`config.mk`:
```
export PLATFORM = sky130hd
export DESIGN_NAME = fetch_stage
export DESIGN_NICKNAME = d
export VERILOG_FILES = /design/src/rtl/fetch_pkg.sv /design/src/rtl/fetch_queue.sv /design/src/rtl/fetch_stage.sv
export SDC_FILE = /design/constraint.sdc
export NUM_CORES = 1
export LEC_CHECK = 0
export ABC_AREA = 1
export ABC_CLOCK_PERIOD_IN_PS = 4900
export CAP_MARGIN = 20
export CORE_MARGIN = 3
export CORE_UTILIZATION = 26
export DETAILED_ROUTE_END_ITERATION = 10
export PLACE_DENSITY = 0.4
export SYNTH_ARGS = -nofsm -noshare
export SYNTH_HDL_FRONTEND = slang
export SYNTH_SLANG_ARGS = --single-unit
```
`constraint.sdc`:
```
create_clock -name clk -period 4.9 [get_ports clk]
set_input_delay 0.98 -clock clk [delete_from_list [all_inputs] [get_ports clk]]
set_output_delay 0.98 -clock clk [all_outputs]
set_load 0.05 [all_outputs]
```
`src/rtl/fetch_pkg.sv`:
```
// ----------------------------------------------------------------------------
// fetch_pkg
//   Shared types and constants for the instruction fetch front end.
//   - fetch_entry_t    : {pc, inst} pair held in the instruction queue
//   - DEFAULT_RESET_PC : first PC fetched after reset
// ----------------------------------------------------------------------------
package fetch_pkg;

    localparam logic [31:0] DEFAULT_RESET_PC = 32'h1eceb000;

    typedef struct packed {
        logic [31:0] pc;
        logic [31:0] inst;
    } fetch_entry_t;

endpackage

```
`src/rtl/fetch_queue.sv`:
```
// ----------------------------------------------------------------------------
// fetch_queue
//   Synchronous FIFO of fetch_entry_t used as the fetch -> decode buffer.
//   Ports:
//     clk, rst   clock, synchronous active-high reset
//     flush      discard all entries this edge (overrides enq/deq)
//     enq        push enq_data at the edge
//     enq_data   entry to push
//     deq        pop the head at the edge (ignored when empty)
//     deq_data   current head entry (valid when !empty)
//     count      number of stored entries, 0..DEPTH
//     empty      count == 0
//   DEPTH must be a power of two >= 2 so the pointers wrap naturally.
// ----------------------------------------------------------------------------
module fetch_queue
    import fetch_pkg::*;
#(
    parameter  int DEPTH = 4,
    localparam int CW    = $clog2(DEPTH + 1)
) (
    input  logic          clk,
    input  logic          rst,
    input  logic          flush,
    input  logic          enq,
    input  fetch_entry_t  enq_data,
    input  logic          deq,
    output fetch_entry_t  deq_data,
    output logic [CW-1:0] count,
    output logic          empty
);

    localparam int PW = $clog2(DEPTH);

    fetch_entry_t  mem_q [DEPTH];
    logic [PW-1:0] wr_ptr_q, wr_ptr_d;
    logic [PW-1:0] rd_ptr_q, rd_ptr_d;
    logic [CW-1:0] count_q, count_d;
    logic          do_enq, do_deq;

    always_comb begin
        // NOTE: every signal gets a default before any branch, so no path leaves one unassigned and no latch is inferred.
        do_enq   = enq && !flush;
        do_deq   = deq && !flush && (count_q != '0);
        wr_ptr_d = wr_ptr_q;
        rd_ptr_d = rd_ptr_q;
        count_d  = count_q;
        if (flush) begin
            wr_ptr_d = '0;
            rd_ptr_d = '0;
            count_d  = '0;
        end else begin
            if (do_enq) wr_ptr_d = wr_ptr_q + PW'(1);
            if (do_deq) rd_ptr_d = rd_ptr_q + PW'(1);
            count_d = count_q + CW'(do_enq) - CW'(do_deq);
        end
    end

    always_ff @(posedge clk) begin
        // NOTE: sequential state uses non-blocking assignments so every flop samples pre-edge values.
        if (rst) begin
            wr_ptr_q <= '0;
            rd_ptr_q <= '0;
            count_q  <= '0;
        end else begin
            wr_ptr_q <= wr_ptr_d;
            rd_ptr_q <= rd_ptr_d;
            count_q  <= count_d;
        end
    end

    // NOTE: the storage array has no reset; the pointers and count alone decide which entries are live.
    always_ff @(posedge clk) begin
        if (do_enq) mem_q[wr_ptr_q] <= enq_data;
    end

    assign deq_data = mem_q[rd_ptr_q];
    assign count    = count_q;
    assign empty    = (count_q == '0);

    // The fetch stage's credit scheme means a push never meets a full queue
    // unless the same edge also pops.
    assert property (@(posedge clk) disable iff (rst || flush)
                     (enq && !deq) |-> (count_q < CW'(DEPTH)));

endmodule

```
`src/rtl/fetch_stage.sv`:
```
// ----------------------------------------------------------------------------
// fetch_stage
//   Instruction fetch front end: holds the PC, issues aligned 32-bit reads
//   on a fixed 1-cycle-latency memory port, and buffers {pc, inst} pairs in
//   fetch_queue for decode. A redirect loads a new PC and flushes both the
//   queue and any read still in flight.
//   Ports:
//     clk, rst        clock, synchronous active-high reset
//     imem_addr       read address (word aligned)
//     imem_rmask      4'hF when a read is issued this cycle, else 4'h0
//     imem_rdata      read data, valid with imem_resp
//     imem_resp       response to the read issued the previous cycle
//     redirect_valid  load redirect_pc and flush this cycle
//     redirect_pc     redirect target; bits [1:0] are ignored
//     deq_ready       decode accepts the head entry
//     deq_valid       head entry present
//     deq_pc          PC of the head instruction
//     deq_inst        head instruction word
// ----------------------------------------------------------------------------
module fetch_stage
    import fetch_pkg::*;
#(
    parameter logic [31:0] RESET_PC    = DEFAULT_RESET_PC,
    parameter int          QUEUE_DEPTH = 4
) (
    input  logic        clk,
    input  logic        rst,
    output logic [31:0] imem_addr,
    output logic [3:0]  imem_rmask,
    input  logic [31:0] imem_rdata,
    input  logic        imem_resp,
    input  logic        redirect_valid,
    input  logic [31:0] redirect_pc,
    input  logic        deq_ready,
    output logic        deq_valid,
    output logic [31:0] deq_pc,
    output logic [31:0] deq_inst
);

    localparam int          CW      = $clog2(QUEUE_DEPTH + 1);
    localparam logic [CW:0] CREDITS = (CW + 1)'(QUEUE_DEPTH);

    logic [31:0]   pc_q, pc_d;
    logic          inflight_q, inflight_d;
    logic [31:0]   inflight_pc_q, inflight_pc_d;

    logic [CW-1:0] q_count;
    logic          q_empty;
    logic [CW:0]   credit_used;
    logic          issue;
    logic          enq;
    logic          deq;
    fetch_entry_t  enq_data;
    fetch_entry_t  deq_data;

    always_comb begin
        // Queue slots plus the read in flight are the credits in use; issuing
        // only while one is free means a response always finds room.
        credit_used = {1'b0, q_count} + {{CW{1'b0}}, inflight_q};
        issue       = !rst && !redirect_valid && (credit_used < CREDITS);

        pc_d          = pc_q;
        inflight_d    = issue;
        inflight_pc_d = inflight_pc_q;
        if (redirect_valid) begin
            pc_d = {redirect_pc[31:2], 2'b00};
        end else if (issue) begin
            pc_d          = pc_q + 32'd4;
            inflight_pc_d = pc_q;
        end

        // A response landing in a redirect cycle belongs to the old stream.
        enq      = imem_resp && inflight_q && !redirect_valid;
        enq_data = '{pc: inflight_pc_q, inst: imem_rdata};
        deq      = !q_empty && deq_ready && !redirect_valid;
    end

    always_ff @(posedge clk) begin
        if (rst) begin
            pc_q          <= RESET_PC;
            inflight_q    <= 1'b0;
            inflight_pc_q <= '0;
        end else begin
            pc_q          <= pc_d;
            inflight_q    <= inflight_d;
            inflight_pc_q <= inflight_pc_d;
        end
    end

    fetch_queue #(
        .DEPTH (QUEUE_DEPTH)
    ) u_queue (
        .clk      (clk),
        .rst      (rst),
        .flush    (redirect_valid),
        .enq      (enq),
        .enq_data (enq_data),
        .deq      (deq),
        .deq_data (deq_data),
        .count    (q_count),
        .empty    (q_empty)
    );

    assign imem_addr  = pc_q;
    assign imem_rmask = issue ? 4'hF : 4'h0;
    assign deq_valid  = !q_empty;
    assign deq_pc     = deq_data.pc;
    assign deq_inst   = deq_data.inst;

    // The memory answers only reads that were issued; anything else is a
    // protocol error on the memory side.
    assert property (@(posedge clk) disable iff (rst) imem_resp |-> inflight_q);

endmodule

```
Word level (Yosys, flattened, before mapping) --
Memory sizes are Yosys's and may differ from the RTL's. A register that Yosys moved wholly into a read port is not among the register bits. Index checks and enable logic that the tools add are counted.
Storage, ports and cells: register bits 72, output and inout port bits 101, bits in writable memories 256, memories kept 1, logic and storage cells 40
Memories:
- u_queue.mem_q | words 4, bits a word 64, rd ports 1, clocked after memory_dff 1, wr ports 1, RTL line fetch_queue.sv:34 | fetch_entry_t mem_q [DEPTH];
Operators by class: bitwise gates (word level) 1, order comparisons 1, add/sub/neg operators 6, multiplexer cells 7, reductions and logical operators 17
Operator list (count):
- 2-to-1 mux 32 bit | 2
- adder 32 x 3 -> 32 bit (second input constant) | 1
- logical AND 1 bit | 9
- adder 2 x 1 -> 2 bit (second input constant) | 2
- adder 3 x 1 -> 4 bit | 1
- < comparator 4 x 3 -> 1 bit (second input constant) | 1
- 2-to-1 mux 2 bit | 2
- 2-to-1 mux 4 bit | 1
- adder 3 x 1 -> 3 bit | 1
- zero test 1 bit | 3
- zero test 3 bit | 1
- nonzero test 3 bit | 1
- subtractor 3 x 1 -> 3 bit | 1
- 2-to-1 mux 1 bit | 2
- AND reduction 2 bit | 1
- nonzero test 2 bit | 1
- OR reduction 2 bit | 1
- inverter 1 bit | 1

Logic depth before layout (Yosys ltp) --
depth after elaboration 8, gate-level depth with buffers 11, depth with buffers taken out 11

Cells and area by module --
A second synthesis with hierarchy kept.
Unflattened totals: cells, all modules 1139, area total of the unflattened synthesis 13161.4 µm²
Modules (own cells, without submodules):
- fetch_queue | cells an instance 681, area each 9959.6 µm², instances 1
- fetch_stage | cells an instance 458, area each 3201.8 µm², instances 1

Least setup slack after synthesis --
Ideal clock, no wire load.
kind input -> register, start input redirect_valid, end memory u_queue.mem_q[0][0] in the netlist's numbering (enable), slack 0.396 ns, setup time 0.482 ns, required time 4.418 ns, cell stages on the path 4, data arrival time 4.022 ns, cells stage by stage buf_2 -> nor2_1 -> inv_1 -> nor2_1
On the way: cells in the longest elaborated chain, start to end 5
Ends and longest elaborated chain:
- start: declaration | RTL line fetch_stage.sv:32 | input logic redirect_valid,
- zero test 1 bit * | RTL line fetch_queue.sv:42, fetch_stage.sv:73
- logical AND 1 bit | RTL line fetch_stage.sv:73 | enq = imem_resp && inflight_q && !redirect_valid;
- logical AND 1 bit * | RTL line fetch_queue.sv:42 | do_enq = enq && !flush;
- via u_queue.do_enq | RTL line fetch_queue.sv:38 | logic do_enq, do_deq;
- 2-to-1 mux 1 bit * | RTL line fetch_queue.sv:73 | if (do_enq) mem_q[wr_ptr_q] <= enq_data;
- 2-to-1 mux 1 bit (implied by the code) * | RTL line fetch_queue.sv:73
- end: declaration | RTL line fetch_queue.sv:34
The timed path passes the listed nets; every way through them passes the cells marked *.

==> qor.csv <==
stage,metric,value,unit
layout,drive_gt1_frac,0.0773,
hold_path,hold_class,reg -> reg,
timing,rsz0062_at_grt,no,
floorplan,dieArea,52000,um2
cts,cts_buffers,38,
floorplan,num_rows,80,
pwr,p_sw_frac,0.228,
synthesis,netlist_instances,1150,
synthesis,synthMuxAreaShare,0,
job,cap_violations,0,
synthesis,synth_compound_area_frac,0.121,
cts,clockBufferDepth,3,
pwr,p_seq_frac,0.489,
synthesis,synth_top_area_frac,0.581,
timing,layout_setup_ws,0.994,ns
floorplan,die_width,228,um
critical_path,cp-end-kind,output port,
synthesis,async_flop_share,0,
detailed_routing,wire_per_inst,17.5,um
pwr,powerDensity,375,nW/um2
placement,post-place-ws,1.39,ns
synthesis,ys_warn_count,0,
critical_path,critPathMaxFanout,62,
detailed_routing,drt-initial-drc-count,424,
floorplan,die_h,228,um
placement,gp_congestion,0.816,
synthesis,synth_area_leaders,"edfxtp_1 (58%), dfxtp_1 (11%), o21ai_0 (6.4%)",
synthesis,yosys.area_share.simple,0.124,
critical_path,reg2reg_to,imem_addr[23],
cts,cts_tree,built,
placement,hpwl,20.8,mm
synthesis,synth_top_family_by_area,simple AND/OR/NAND/NOR gates,
synthesis,avgSynthCellArea,11.1,um2
global_routing,antenna_found_initial,0,
global_routing,grt_pass1_vias,8702,
synthesis,synth_fa_ha_area_frac,0.00937,
layout,fillers,4919,
detailed_routing,vias,8741,
layout,multi_input_area,3430,um2
detailed_routing,drc,0,
detailed_routing,dr.pass1.iters,4,
pwr,p_sw,1.41,mW
global_routing,grt.total_usage,0.133,
synthesis,synth_enable_flop_cells,248,
cts,cts_root_buf,clkbuf_16,
timing,fmax,0.256,GHz
synthesis,seq_area_frac_synth,0.690,
critical_path,crit_type,reg -> out,
cts,htree_levels,2,
cts,cts_resized,0,
layout,synthToLayoutAreaGrowth,28.3,%
synthesis,synth_area,12800,um2
cts,clock_latency,0.56,ns
critical_path,worstReg2RegStart,u_queue.count[1],
critical_path,start_kind,flop,
timing,finalSetupTns,0,ns
floorplan,start_util,0.266,
critical_path,r2r_cells,9,
floorplan,ios,170,
layout,regArea,8850,um2
synthesis,yosys.area.top_type,edfxtp_1,
detailed_routing,via_per_inst,4.39,
synthesis,synth_xor_area_frac,0.00957,
pwr,ir_drop,0.000210,V
layout,num-nets-final,1381,
synthesis,yosysUniqueCellTypes,35,
hold_path,whs_endpoint,u_queue.rd_ptr_q[0],
timing,finalCriticalPeriod,3.91,ns
synthesis,synth_seq_cells,318,
global_routing,grt_pass1_wl,53.6,mm
timing,hold_slack,0.476,ns
timing,timing.final.crit_share,0.797,
critical_path,cp_data_required_time,3.92,ns
pwr,p_comb_frac,0.066,
floorplan,coreArea,48200,um2
synthesis,ys.flop_type,edfxtp_1,
global_routing,grt_max_degree,125,
pwr,total_power,6.17,mW
hold_path,holdPathStages,1,
hold_path,min_from,u_queue.rd_ptr_q[0],
timing,tightestPinTransition,0.847,ns
timing,fin_worst_skew,0.0280,ns
cts,path_clk_slew,0.05,ns
cts,cts_setup_buffers,0,
timing,setup_viol,0,
pwr,p_int,4.76,mW
timing,finalHoldViolations,0,
critical_path,critPathArrivalTime,2.93,ns
detailed_routing,wl,34.8,mm
critical_path,rrSetupSlack,2.65,ns
pwr,leakage,5.68,nW
pwr,power.share.clock,0.446,
status,status,"finished, final reports clean",
cts,clock_sinks,318,
detailed_routing,ant_nets,0,
layout,antenna_cells,0,
cts,holdBufCountCts,0,
placement,io_buffers,163,
timing,max-slew-margin-rel,0.434,
timing,finalMaxSlewViolations,0,
global_routing,gr-total-overflow,0,
power groups by stage:
stage	registers, mW	logic [mW]	clock network (mW)
2_1_floorplan	3.11	0.183	0
6_report	3.01	0.406	2.75
3_5_place_dp	3.07	0.410	0
3_3_place_gp	3.07	0.409	0
5_1_grt	3.02	0.442	2.97
4_1_cts	3.01	0.412	2.85
how the worst max path moves through the flow:
stage / start / end / slack (ns) / cells after the start
finish: flop / deq_pc[20] / 0.99 / 4
global route: flop / deq_pc[10] / 0.74 / 4
CTS: flop / deq_pc[10] / 0.84 / 4
detailed placement: redirect_valid / imem_rmask[1] / 1.39 / 5
global placement: redirect_valid / imem_rmask[2] / 1.41 / 5
floorplan: redirect_valid / u_queue.mem_q[0][0] / 0.40 / 4
placed cells by master, fill, tap and decap left out, types with 2 or more instances in the layout:
cell type        synthesis  final
clkbuf_1                39     15
bufinv_16                0      4
o21ai_0                165    165
nand2_4                  3      3
nand3_2                  2      2
o22ai_1                 62     62
clkdlybuf4s50_1          0    159
nand2_2                  2      2
inv_6                    0      2
a22oi_1                  3      3
clkinv_2                 0      5
o211ai_1                 2      2
buf_12                   0     11
conb_1                   1      4
o21ai_1                  3      3
edfxtp_1               248    248
nor3_1                   2      2
inv_2                    3      4
dfxtp_1                 70     68
buf_4                   11     10
ha_1                     8      8
a21oi_1                 50     50
nand4_1                  2      2
clkbuf_16                0     38
clkinv_1                 0      4
xnor2_1                  2      2
a31oi_1                  2      2
nand2_1                139    139
xor2_1                  12     12
nand3_1                 34     34
inv_1                   61     59
nor2_4                   2      6
nor2_1                 188    184
nor2_2                   9      9
layout make-up:
type | instances | area share
multi-input combinational | 701 | 0.209
clock buffer | 53 | 0.0612
clock inverter | 17 | 0.0125
inverter | 64 | 0.0147
sequential | 318 | 0.538
tap | 656 | 0.0499
timing repair buffer | 180 | 0.115
synthesized netlist by cell type (2+ instances only):
master,n
buf_6,2
o22ai_1,62
ha_1,8
inv_1,61
o21ai_1,3
clkbuf_1,39
o211ai_1,2
buf_4,11
xnor2_1,2
nand2_4,3
buf_2,17
a21oi_1,50
nand2_2,2
nor2_4,2
inv_2,3
nor2_2,9
nand2_1,139
nand4_1,2
dfxtp_1,70
xor2_1,12
edfxtp_1,248
o21ai_0,165
nand3_2,2
a31oi_1,2
nor2_1,188
a22oi_1,3
nor3_1,2
nand3_1,34
cells by family after synthesis:
| group | Yosys count |
|---|---|
| AOI/OAI and AO/OA | 290 |
| xor gates and xnor gates | 14 |
| adders and majority gates | 9 |
| buffers and inverters | 134 |
| DFF | 318 |
| other | 1 |
| and+or+nand+nor | 384 |
sequential cells by signal, indices dropped and copies added, names as in the netlist, named ones only:
signal and count:
u_queue.mem_q 248, imem_addr 30, inflight_pc_q 30, u_queue.count 3, u_queue.rd_ptr_q 2, u_queue.wr_ptr_q 2
inflight_q 1
layer usage:
metal | up-vias | global-route usage | part of all wire
li1 | 4348 | - | -
met1 | 4178 | 0.181 | 0.47
met2 | 169 | 0.207 | 0.45
met3 | 46 | 0.0404 | 0.058
met4 | 0 | 0.0312 | 0.017
met5 | - | 0 | 0
critical path: stages (launching register included):
cell             delay [ns]
dfxtp_2                0.33
buf_4                  0.62
o21ai_0                0.20
o22ai_1                0.35
clkdlybuf4s50_1        0.87
metrics by stage:
step	std cells	cell area, um2	utilization
floorplan	1153	12800	-
global placement	1919	15200	0.316
detailed placement	1919	15200	0.316
CTS	1989	16400	0.341
global route	1989	16400	0.341
finish	1989	16400	0.341
Power figures use the tool's default switching activity.
